==> src/rtl/pwm_compare_deadtime_16bits_pkg.sv <==
// Shared types and widths for the compare/dead-time PWM stage.
// The leg state encoding and the gate-polarity helper live here so multi-leg variants can reuse them.
`ifndef DEADTIME_WIDTH
`define DEADTIME_WIDTH 10
`endif
`ifndef PWMCOUNT_WIDTH
`define PWMCOUNT_WIDTH 16
`endif

package pwm_compare_deadtime_16bits_pkg;

    localparam int PWMCOUNT_W = `PWMCOUNT_WIDTH;
    localparam int DEADTIME_W = `DEADTIME_WIDTH;

    typedef enum logic [1:0] {
        OFF  = 2'd0,
        DT   = 2'd1,
        H_ON = 2'd2,
        L_ON = 2'd3
    } dt_state_e;

    typedef enum logic {
        POL_ACTIVE_HIGH = 1'b0,
        POL_ACTIVE_LOW  = 1'b1
    } out_pol_e;

    // Maps an internal "gate on" bit to the pin level for the selected driver polarity.
    function automatic logic apply_pol(input logic gate_on, input out_pol_e pol);
        return gate_on ^ (pol == POL_ACTIVE_LOW);
    endfunction

endpackage

==> src/rtl/pwm_compare_deadtime_16bits_deadtime_leg.sv <==
// One complementary gate pair: turns a PWM reference into high/low gate commands
// separated by a programmable dead time, with restart on reference edges inside the gap.
module pwm_compare_deadtime_16bits_deadtime_leg
    import pwm_compare_deadtime_16bits_pkg::*;
#(
    parameter int DT_W = DEADTIME_W
) (
    input  logic            clk,
    input  logic            reset,
    input  logic            ref_i,
    input  logic [DT_W-1:0] deadtime_i,
    input  logic            enable_i,
    output logic            gate_h_o,
    output logic            gate_l_o,
    output logic            dt_active_o
);

    dt_state_e       state_q;
    logic [DT_W-1:0] cnt_q;
    logic            ref_prev_q;
    logic            gate_h_q;
    logic            gate_l_q;
    logic            dt_active_q;

    // Leg FSM; gate outputs are registered alongside the state so they never disagree with it.
    always_ff @(posedge clk) begin
        if (reset) begin
            state_q     <= OFF;
            cnt_q       <= '0;
            ref_prev_q  <= 1'b0;
            gate_h_q    <= 1'b0;
            gate_l_q    <= 1'b0;
            dt_active_q <= 1'b0;
        end else begin
            ref_prev_q  <= ref_i;
            gate_h_q    <= 1'b0;
            gate_l_q    <= 1'b0;
            dt_active_q <= 1'b0;
            if (!enable_i) begin
                state_q <= OFF;
                cnt_q   <= '0;
            end else begin
                case (state_q)
                    OFF: begin
                        state_q     <= DT;
                        cnt_q       <= deadtime_i;
                        dt_active_q <= 1'b1;
                    end
                    H_ON: begin
                        if (!ref_i) begin
                            state_q     <= DT;
                            cnt_q       <= deadtime_i;
                            dt_active_q <= 1'b1;
                        end else begin
                            gate_h_q <= 1'b1;
                        end
                    end
                    L_ON: begin
                        if (ref_i) begin
                            state_q     <= DT;
                            cnt_q       <= deadtime_i;
                            dt_active_q <= 1'b1;
                        end else begin
                            gate_l_q <= 1'b1;
                        end
                    end
                    DT: begin
                        // A reference edge inside the gap restarts it, so the gate that finally
                        // turns on always matches the latest reference and no runt pulse escapes.
                        if (ref_i != ref_prev_q) begin
                            cnt_q       <= deadtime_i;
                            dt_active_q <= 1'b1;
                        end else if (cnt_q == '0) begin
                            if (ref_i) begin
                                state_q  <= H_ON;
                                gate_h_q <= 1'b1;
                            end else begin
                                state_q  <= L_ON;
                                gate_l_q <= 1'b1;
                            end
                        end else begin
                            cnt_q       <= cnt_q - DT_W'(1);
                            dt_active_q <= 1'b1;
                        end
                    end
                    default: begin
                        state_q <= OFF;
                        cnt_q   <= '0;
                    end
                endcase
            end
        end
    end

    assign gate_h_o    = gate_h_q;
    assign gate_l_o    = gate_l_q;
    assign dt_active_o = dt_active_q;

endmodule

==> src/rtl/pwm_compare_deadtime_16bits.sv <==
// Carrier/compare PWM stage with shadowed compare and dead time, driving one
// complementary gate pair through a dead-time leg.
module pwm_compare_deadtime_16bits
    import pwm_compare_deadtime_16bits_pkg::*;
#(
    parameter int CNT_W = PWMCOUNT_W,
    parameter int DT_W  = DEADTIME_W
) (
    input  logic             clk,
    input  logic             reset,
    input  logic [CNT_W-1:0] carrier,
    input  logic             maskevent,
    input  logic [CNT_W-1:0] compare,
    input  logic [DT_W-1:0]  deadtime,
    input  logic             pwm_onoff,
    input  logic             out_pol,
    output logic             pwm_h,
    output logic             pwm_l,
    output logic             dt_active
);

    logic [CNT_W-1:0] compare_sh_q;
    logic [CNT_W-1:0] compare_sh_d;
    logic [DT_W-1:0]  deadtime_sh_q;
    logic [DT_W-1:0]  deadtime_sh_d;
    logic             ref_q;
    logic             ref_d;
    logic             shadow_load_s;
    logic             gate_h_s;
    logic             gate_l_s;

    // Shadow next-state and compare; the leg sees deadtime_sh_d so a load on the same edge wins.
    always_comb begin
        shadow_load_s = maskevent | ~pwm_onoff;
        if (shadow_load_s) begin
            compare_sh_d  = compare;
            deadtime_sh_d = deadtime;
        end else begin
            compare_sh_d  = compare_sh_q;
            deadtime_sh_d = deadtime_sh_q;
        end
        ref_d = (carrier < compare_sh_q);
    end

    // Shadow registers and the registered PWM reference.
    always_ff @(posedge clk) begin
        if (reset) begin
            compare_sh_q  <= '0;
            deadtime_sh_q <= '0;
            ref_q         <= 1'b0;
        end else begin
            compare_sh_q  <= compare_sh_d;
            deadtime_sh_q <= deadtime_sh_d;
            ref_q         <= ref_d;
        end
    end

    pwm_compare_deadtime_16bits_deadtime_leg #(
        .DT_W (DT_W)
    ) u_leg (
        .clk         (clk),
        .reset       (reset),
        .ref_i       (ref_q),
        .deadtime_i  (deadtime_sh_d),
        .enable_i    (pwm_onoff),
        .gate_h_o    (gate_h_s),
        .gate_l_o    (gate_l_s),
        .dt_active_o (dt_active)
    );

    assign pwm_h = apply_pol(gate_h_s, out_pol_e'(out_pol));
    assign pwm_l = apply_pol(gate_l_s, out_pol_e'(out_pol));

endmodule

==> config.mk <==
export PLATFORM = sky130hd
export DESIGN_NAME = pwm_compare_deadtime_16bits
export DESIGN_NICKNAME = d
export VERILOG_FILES = /design/src/rtl/pwm_compare_deadtime_16bits_pkg.sv /design/src/rtl/pwm_compare_deadtime_16bits_deadtime_leg.sv /design/src/rtl/pwm_compare_deadtime_16bits.sv
export SDC_FILE = /design/constraint.sdc
export NUM_CORES = 1
export LEC_CHECK = 0
export ABC_AREA = 1
export BUFFER_PORTS_ARGS = -buffer_cell sky130_fd_sc_hd__buf_2
export CORE_MARGIN = 1
export CORE_UTILIZATION = 61
export CTS_BUF_LIST = sky130_fd_sc_hd__clkbuf_4
export DETAILED_ROUTE_END_ITERATION = 8
export HOLD_SLACK_MARGIN = 0.03
export PLACE_DENSITY = 0.88
export SLEW_MARGIN = 20
export SYNTH_ARGS = -nofsm -noshare
export SYNTH_HDL_FRONTEND = slang
export SYNTH_SLANG_ARGS = --single-unit
==> constraint.sdc <==
create_clock -name clk -period 2.75 [get_ports clk]
set_input_delay 0.55 -clock clk [delete_from_list [all_inputs] [get_ports clk]]
set_output_delay 0.55 -clock clk [all_outputs]
set_load 0.05 [all_outputs]
==> impl_metrics.ini, run 1 <==
[logic_synthesis]
synthSimpleGateAreaFrac_pct = 24.2
synthesis.nets = 406
synth-async-reset-ratio_pct = 0
netlist_instances = 338
yosysTopAreaCell = dfxtp_1
synth_xor_area_share_pct = 1.11
synth_top_area_share_pct = 36.5
synth_area_sq_um = 2360
yosys_most_used_dff = dfxtp_1
synth-compound-area-share_pct = 16.6
synthesis.yosys.warnings = 0
synth_common_cells = 69 x nand2_1, 48 x inv_1, 43 x dfxtp_1, 35 x nor2_1, 35 x o21ai_0
ys_seq_elements = 43
synthAdderAreaFrac_pct = 11.1
yosysMostFrequentCell = nand2_1
synthTopCellsByArea = dfxtp_1 36%, ha_1 11%, nand2_1 11%, inv_1 7.6%, o21ai_0 7.4%
synth_top_family_by_area = simple AND/OR/NAND/NOR gates
synth_cell_type_count = 27
yosysSeqAreaShare_pct = 36.5
syn_area_per_cell_sq_um = 6.98
muxShareOfSynthArea_pct = 0
synth_edf_count = 0

[power]
p_seq_share_pct = 48.6
p_switching_mw = 0.434
intPower_mw = 0.982
leakage_nw = 1.39
powerDensity_nw_per_um2 = 522
p_total_mw = 1.42
combPwrFrac_pct = 24.0
power.share.clock_pct = 27.5
irDropWorstVdd_mv = 0.317
sw_frac_of_total_pct = 30.6

[global_routing]
antenna_found_initial = 0
grt_max_degree = 19
grt_usage_pct = 25.5
grt_pass1_vias = 2003
grt_overflow = 0
grt_pass1_wl_microns = 8090

[timing]
rsz0062_at_grt = false
setup_viol = 0
slew_headroom_pct = 72.4
period_share_pct = 67.6
hold-worst-slack_ns = 0.463
layout_setup_ws_ns = 0.891
maxSlewViolCount = 0
period_minus_slack_ns = 1.86
fin_skew_ns = 0.00468
worst_slew_pin_slew_ns = 0.412
fmax_ghz = 0.538
setup-tns-final_ns = 0
hold_viol_final = 0

[clock_network]
holdBufCountCts = 0
cts.path.max_buffers = 2
clock_latency_ns = 0.35
cts-root-buf = clkbuf_4
cts_resized = 0
clock_tree.htree_level_count = 2
cts_tree = done
cts.sinks = 43
clk_pin_slew_ns = 0.12
cts_buffers = 5
cts_setup_buffers = 0

[drt]
via_count = 2217
viasPerCell = 5.08
first_pass_iters = 4
drtIter0Drc = 128
wl_microns = 4820
drc = 0
ant_nets = 0
wire_per_inst_microns = 11.1

[cells_and_area]
fillers = 324
postLayoutCoreUtil_pct = 73.5
nNetsFinal = 455
fin_cells = 436
final_area_sq_um = 2710
area_growth_pct = 15.0
drive_above_1_share_pct = 18.6
diodes = 0

[critical_path]
endpoint_kind = flop
worstReg2RegStart = u_leg.state_q[1]$_SDFFE_PP0P_
critical_path_class = flop to flop
reg2reg_depth = 8
critPathMaxStageDelay_ns = 0.36
worstPathCellList = inv_1 > ha_1 > nand3_1 > inv_2 > nand3_1 > o21ai_0 > nand2_1 > a21oi_1
crit_top_cell = nand3_1
reg2reg_to = u_leg.cnt_q[5]$_SDFFE_PP0P_
r2r_slack_ns = 0.89
cp-startpoint = u_leg.state_q[1]$_SDFFE_PP0P_
path_max_fanout = 12
slowest_stage = dfxtp_1
crit_end = u_leg.cnt_q[5]$_SDFFE_PP0P_
crit_arrival_ns = 2.14
cp-start-kind = flop
crit_required_ns = 3.03

[run_status]
status = completed

[floorplanning]
pin_count = 50
die_w_microns = 64.2
start_util_pct = 64.0
fp.dieH_microns = 64.2
std_cell_rows = 22
dieArea_sq_um = 4120
core-area_sq_um = 3690

[placed_design]
place_area_sq_um = 2640
place_inst = 428
place_congestion = 0.830
post-dp-hpwl_microns = 3730
portBuffers = 49
pre_cts_ws_ns = 0.957

[worst_hold_path]
min_path_type = flop to flop

[job]
maxCapViolCount = 0
## worst min-delay path by stage
stage,start,end,slack (ns),depth (start not counted)
2_1_floorplan,compare_sh_q[0]$_SDFFE_PP0N_,compare_sh_q[0]$_SDFFE_PP0N_,0.42,2
4_1_cts,compare[0],compare_sh_q[0]$_SDFFE_PP0N_,0.46,3
3_3_place_gp,compare_sh_q[0]$_SDFFE_PP0N_,compare_sh_q[0]$_SDFFE_PP0N_,0.44,2
5_1_grt,compare[14],compare_sh_q[14]$_SDFFE_PP0N_,0.46,3
6_report,compare_sh_q[0]$_SDFFE_PP0N_,compare_sh_q[0]$_SDFFE_PP0N_,0.46,2
3_5_place_dp,compare_sh_q[0]$_SDFFE_PP0N_,compare_sh_q[0]$_SDFFE_PP0N_,0.45,2
## worst max-delay path: cells and delay by family, from the launching register on
kind | cells | cell delay, ns
compound gates | 2 | 0.26
buf+inv | 2 | 0.37
fa+ha+maj | 1 | 0.27
simple gates | 3 | 0.52
flops | 1 | 0.36
## power by group through the flow
stage	registers (mW)	clock network, mW	logic [mW]
finish	0.688	0.389	0.339
global route	0.694	0.421	0.386
CTS	0.687	0.396	0.338
detailed placement	0.701	0	0.334
global placement	0.700	0	0.323
floorplan	0.700	0	0.247
## logic make-up after synthesis
| logic type | Yosys count |
|---|---|
| and+or+nand+nor | 133 |
| xor gates and xnor gates | 3 |
| buffers and inverters | 63 |
| DFF | 43 |
| adders and majority gates | 21 |
| AOI/OAI and AO/OA | 75 |
## per-layer routing
layer  track usage (%)  vias to the layer above  share of wire (%)
met2              43.8                       52                 46
met5                 0                        -                  0
met4              11.4                        0                2.5
met3              5.89                       12                3.9
met1              30.0                      978                 47
li1                  -                     1175                  -
## state kept, by name (all words and copies together), names as in the netlist
register,flops
ref_q,1
u_leg.gate_h_o,1
u_leg.cnt_q,10
deadtime_sh_q,10
u_leg.dt_active_o,1
u_leg.state_q,2
u_leg.gate_l_o,1
compare_sh_q,16
u_leg.ref_prev_q,1
## final cells by class
class	instances	area (sq um)	area share, %
Clock buffer	5	37.5	1.38
Clock inverter	3	38.8	1.43
Inverter	54	203	7.47
Multi-Input combinational cell	232	1250	46.2
Sequential cell	43	861	31.7
Tap cell	48	60.1	2.21
Timing Repair Buffer	51	260	9.59
## layout by cell type, fill, tap and decap left out, types with 4 or more instances in the layout
| cell | instances |
|---|---|
| nand2_2 | 4 |
| buf_2 | 49 |
| o21ai_1 | 4 |
| nor2_1 | 35 |
| ha_1 | 21 |
| nand3_1 | 15 |
| inv_2 | 4 |
| inv_1 | 48 |
| nand2_1 | 69 |
| a21oi_1 | 30 |
| o21ai_0 | 35 |
| clkbuf_4 | 5 |
| dfxtp_1 | 43 |
Note: power is estimated with default switching activity, not from simulation.
==> inputs of run 2 (changes only) <==
--- a/config.mk
+++ b/config.mk
@@ -8,11 +8,11 @@
 export ABC_AREA = 1
 export BUFFER_PORTS_ARGS = -buffer_cell sky130_fd_sc_hd__buf_2
 export CORE_MARGIN = 1
-export CORE_UTILIZATION = 61
+export CORE_UTILIZATION = 56
 export CTS_BUF_LIST = sky130_fd_sc_hd__clkbuf_4
 export DETAILED_ROUTE_END_ITERATION = 8
 export HOLD_SLACK_MARGIN = 0.03
-export PLACE_DENSITY = 0.88
+export PLACE_DENSITY = 0.82
 export SLEW_MARGIN = 20
 export SYNTH_ARGS = -nofsm -noshare
 export SYNTH_HDL_FRONTEND = slang
==> constraint.sdc (replaced) <==
create_clock -name clk -period 1.79 [get_ports clk]
set_input_delay 0.358 -clock clk [delete_from_list [all_inputs] [get_ports clk]]
set_output_delay 0.358 -clock clk [all_outputs]
set_load 0.05 [all_outputs]
==> run 2 against run 1 <==
- clock power rose by 15%
- sequential power rose by 54%
- power rose by 43%
- global-route usage fell by 1.5 points
- critical path type unchanged
- critical endpoint is now u_leg.cnt_q[7]$_SDFFE_PP0P_
- largest cell class unchanged
- largest power group unchanged
==> impl_metrics.ini, run 2 (same netlist as run 1, synthesis figures left out) <==
[timing]
setup_viol = 0
fin_skew_ns = 0.00846
slew_headroom_pct = 76.2
maxSlewViolCount = 0
rsz0062_at_grt = false
period_share_pct = 88.5
worst_slew_pin_slew_ns = 0.355
hold_viol_final = 0
setup-tns-final_ns = 0
period_minus_slack_ns = 1.58
layout_setup_ws_ns = 0.207
fmax_ghz = 0.632

[drt]
first_pass_iters = 4
drc = 0
wl_microns = 4680
wire_per_inst_microns = 10.6
ant_nets = 0
viasPerCell = 5.01
via_count = 2205
drtIter0Drc = 93

[cells_and_area]
area_growth_pct = 15.1
drive_above_1_share_pct = 19.5
largest_register = compare_sh_q
fillers = 360
final_cell_mix = 69 x nand2_1, 49 x buf_2, 48 x inv_1, 43 x dfxtp_1
final_common_cell = nand2_1
largest_reg_flops = 16
postLayoutCoreUtil_pct = 67.4
diodes = 0
nNetsFinal = 459
reg.largest.list = compare_sh_q: 16 flops, deadtime_sh_q: 10 flops, u_leg.cnt_q: 10 flops

[clock_network]
cts-root-buf = clkbuf_4
clock_latency_ns = 0.35
clock_tree.htree_level_count = 2
cts.sinks = 43
cts.path.max_buffers = 2
cts_tree = done
clk_pin_slew_ns = 0.12
cts_setup_buffers = 0
cts_resized = 0
holdBufCountCts = 0
cts_buffers = 5

[critical_path]
critPathMaxStageDelay_ns = 0.33
cp-start-kind = flop
crit_required_ns = 2.05
crit_arrival_ns = 1.84
crit_top_cell = nor2_1
slowest_stage = dfxtp_1
critical_path_class = flop to flop
path_max_fanout = 11
endpoint_kind = flop
worstPathCellList = inv_1 > ha_1 > nand2_1 > nor2_1 > nand3_4 > nand2_4 > inv_2 > o21ai_1 > nor2_1

[placed_design]
post-dp-hpwl_microns = 3700
portBuffers = 49
pre_cts_ws_ns = 0.197
place_congestion = 0.909

[floorplanning]
die_w_microns = 66.9
core-area_sq_um = 4030
std_cell_rows = 23
dieArea_sq_um = 4480
pin_count = 50
start_util_pct = 58.6
fp.dieH_microns = 66.9

[global_routing]
grt_max_degree = 29
grt_overflow = 0
antenna_found_initial = 0
grt_pass1_wl_microns = 8040
grt_usage_pct = 24.0
grt_pass1_vias = 1981

[power]
leakage_nw = 1.39
powerDensity_nw_per_um2 = 744
p_total_mw = 2.02
irDropWorstVdd_mv = 0.508

[job]
maxCapViolCount = 0

[worst_hold_path]
min_path_type = input port to flop

[run_status]
status = completed
-- run 2: changes by cell type in the layout (fill, tap and decap cells not counted), sizes merged --
| cell | change |
|---|---|
| buf | +4 |
| clkinv | -2 |
| bufinv | -1 |
| clkbuf | +1 |
-- run 2: final cells by class --
type	instances	area [sq um]	share of cell area, %
clock buffer	6	45.0	1.66
sequential	43	861	31.7
timing repair buffer	55	290	10.7
multi-input combinational	232	1250	46.2
tap	50	62.6	2.30
inverter	54	203	7.46
-- run 2: worst max-delay path: cells and delay by family, from the launching register on --
family | cells | cell delay [ns]
AO/OA/AOI/OAI | 1 | 0.14
adder cells (fa/ha/maj) | 1 | 0.16
buffers and inverters | 2 | 0.22
flip-flops | 1 | 0.33
AND/OR/NAND/NOR | 5 | 0.61
-- run 2: metrics by stage --
step	hold WS, ns	std cells	cell area, sq um
after floorplan	0.424	338	2360
after global placement	0.443	434	2670
after detailed placement	0.452	434	2670
after CTS	0.267	440	2710
after global routing	0.271	440	2720
final	0.277	440	2720
-- run 2: power by group --
group          switching, mW  total, mW  leakage (nW)  internal [mW]
Sequential            0.0315       1.06         0.356           1.02
Combinational          0.315      0.520          1.01          0.205
Clock                  0.291      0.446        0.0276          0.155
Total                  0.637       2.02          1.39           1.38
-- run 2: final timing paths --
path / startpoint / endpoint / slack (ns) / cells past startpoint
max: u_leg.cnt_q[0]$_SDFFE_PP0P_ / u_leg.cnt_q[7]$_SDFFE_PP0P_ / 0.21 / 9
min: compare[9] / compare_sh_q[9]$_SDFFE_PP0N_ / 0.28 / 3
max reg2reg: u_leg.cnt_q[0]$_SDFFE_PP0P_ / u_leg.cnt_q[7]$_SDFFE_PP0P_ / 0.21 / 9
min reg2reg: compare_sh_q[1]$_SDFFE_PP0N_ / compare_sh_q[1]$_SDFFE_PP0N_ / 0.47 / 2
-- run 2: layer usage --
metal	part of all wire, %	vias up	GRT usage [%]
li1	-	1183	-
met1	45	965	26.9
met2	48	51	42.6
met3	5.7	6	7.88
met4	1.1	0	6.91
met5	0	-	0
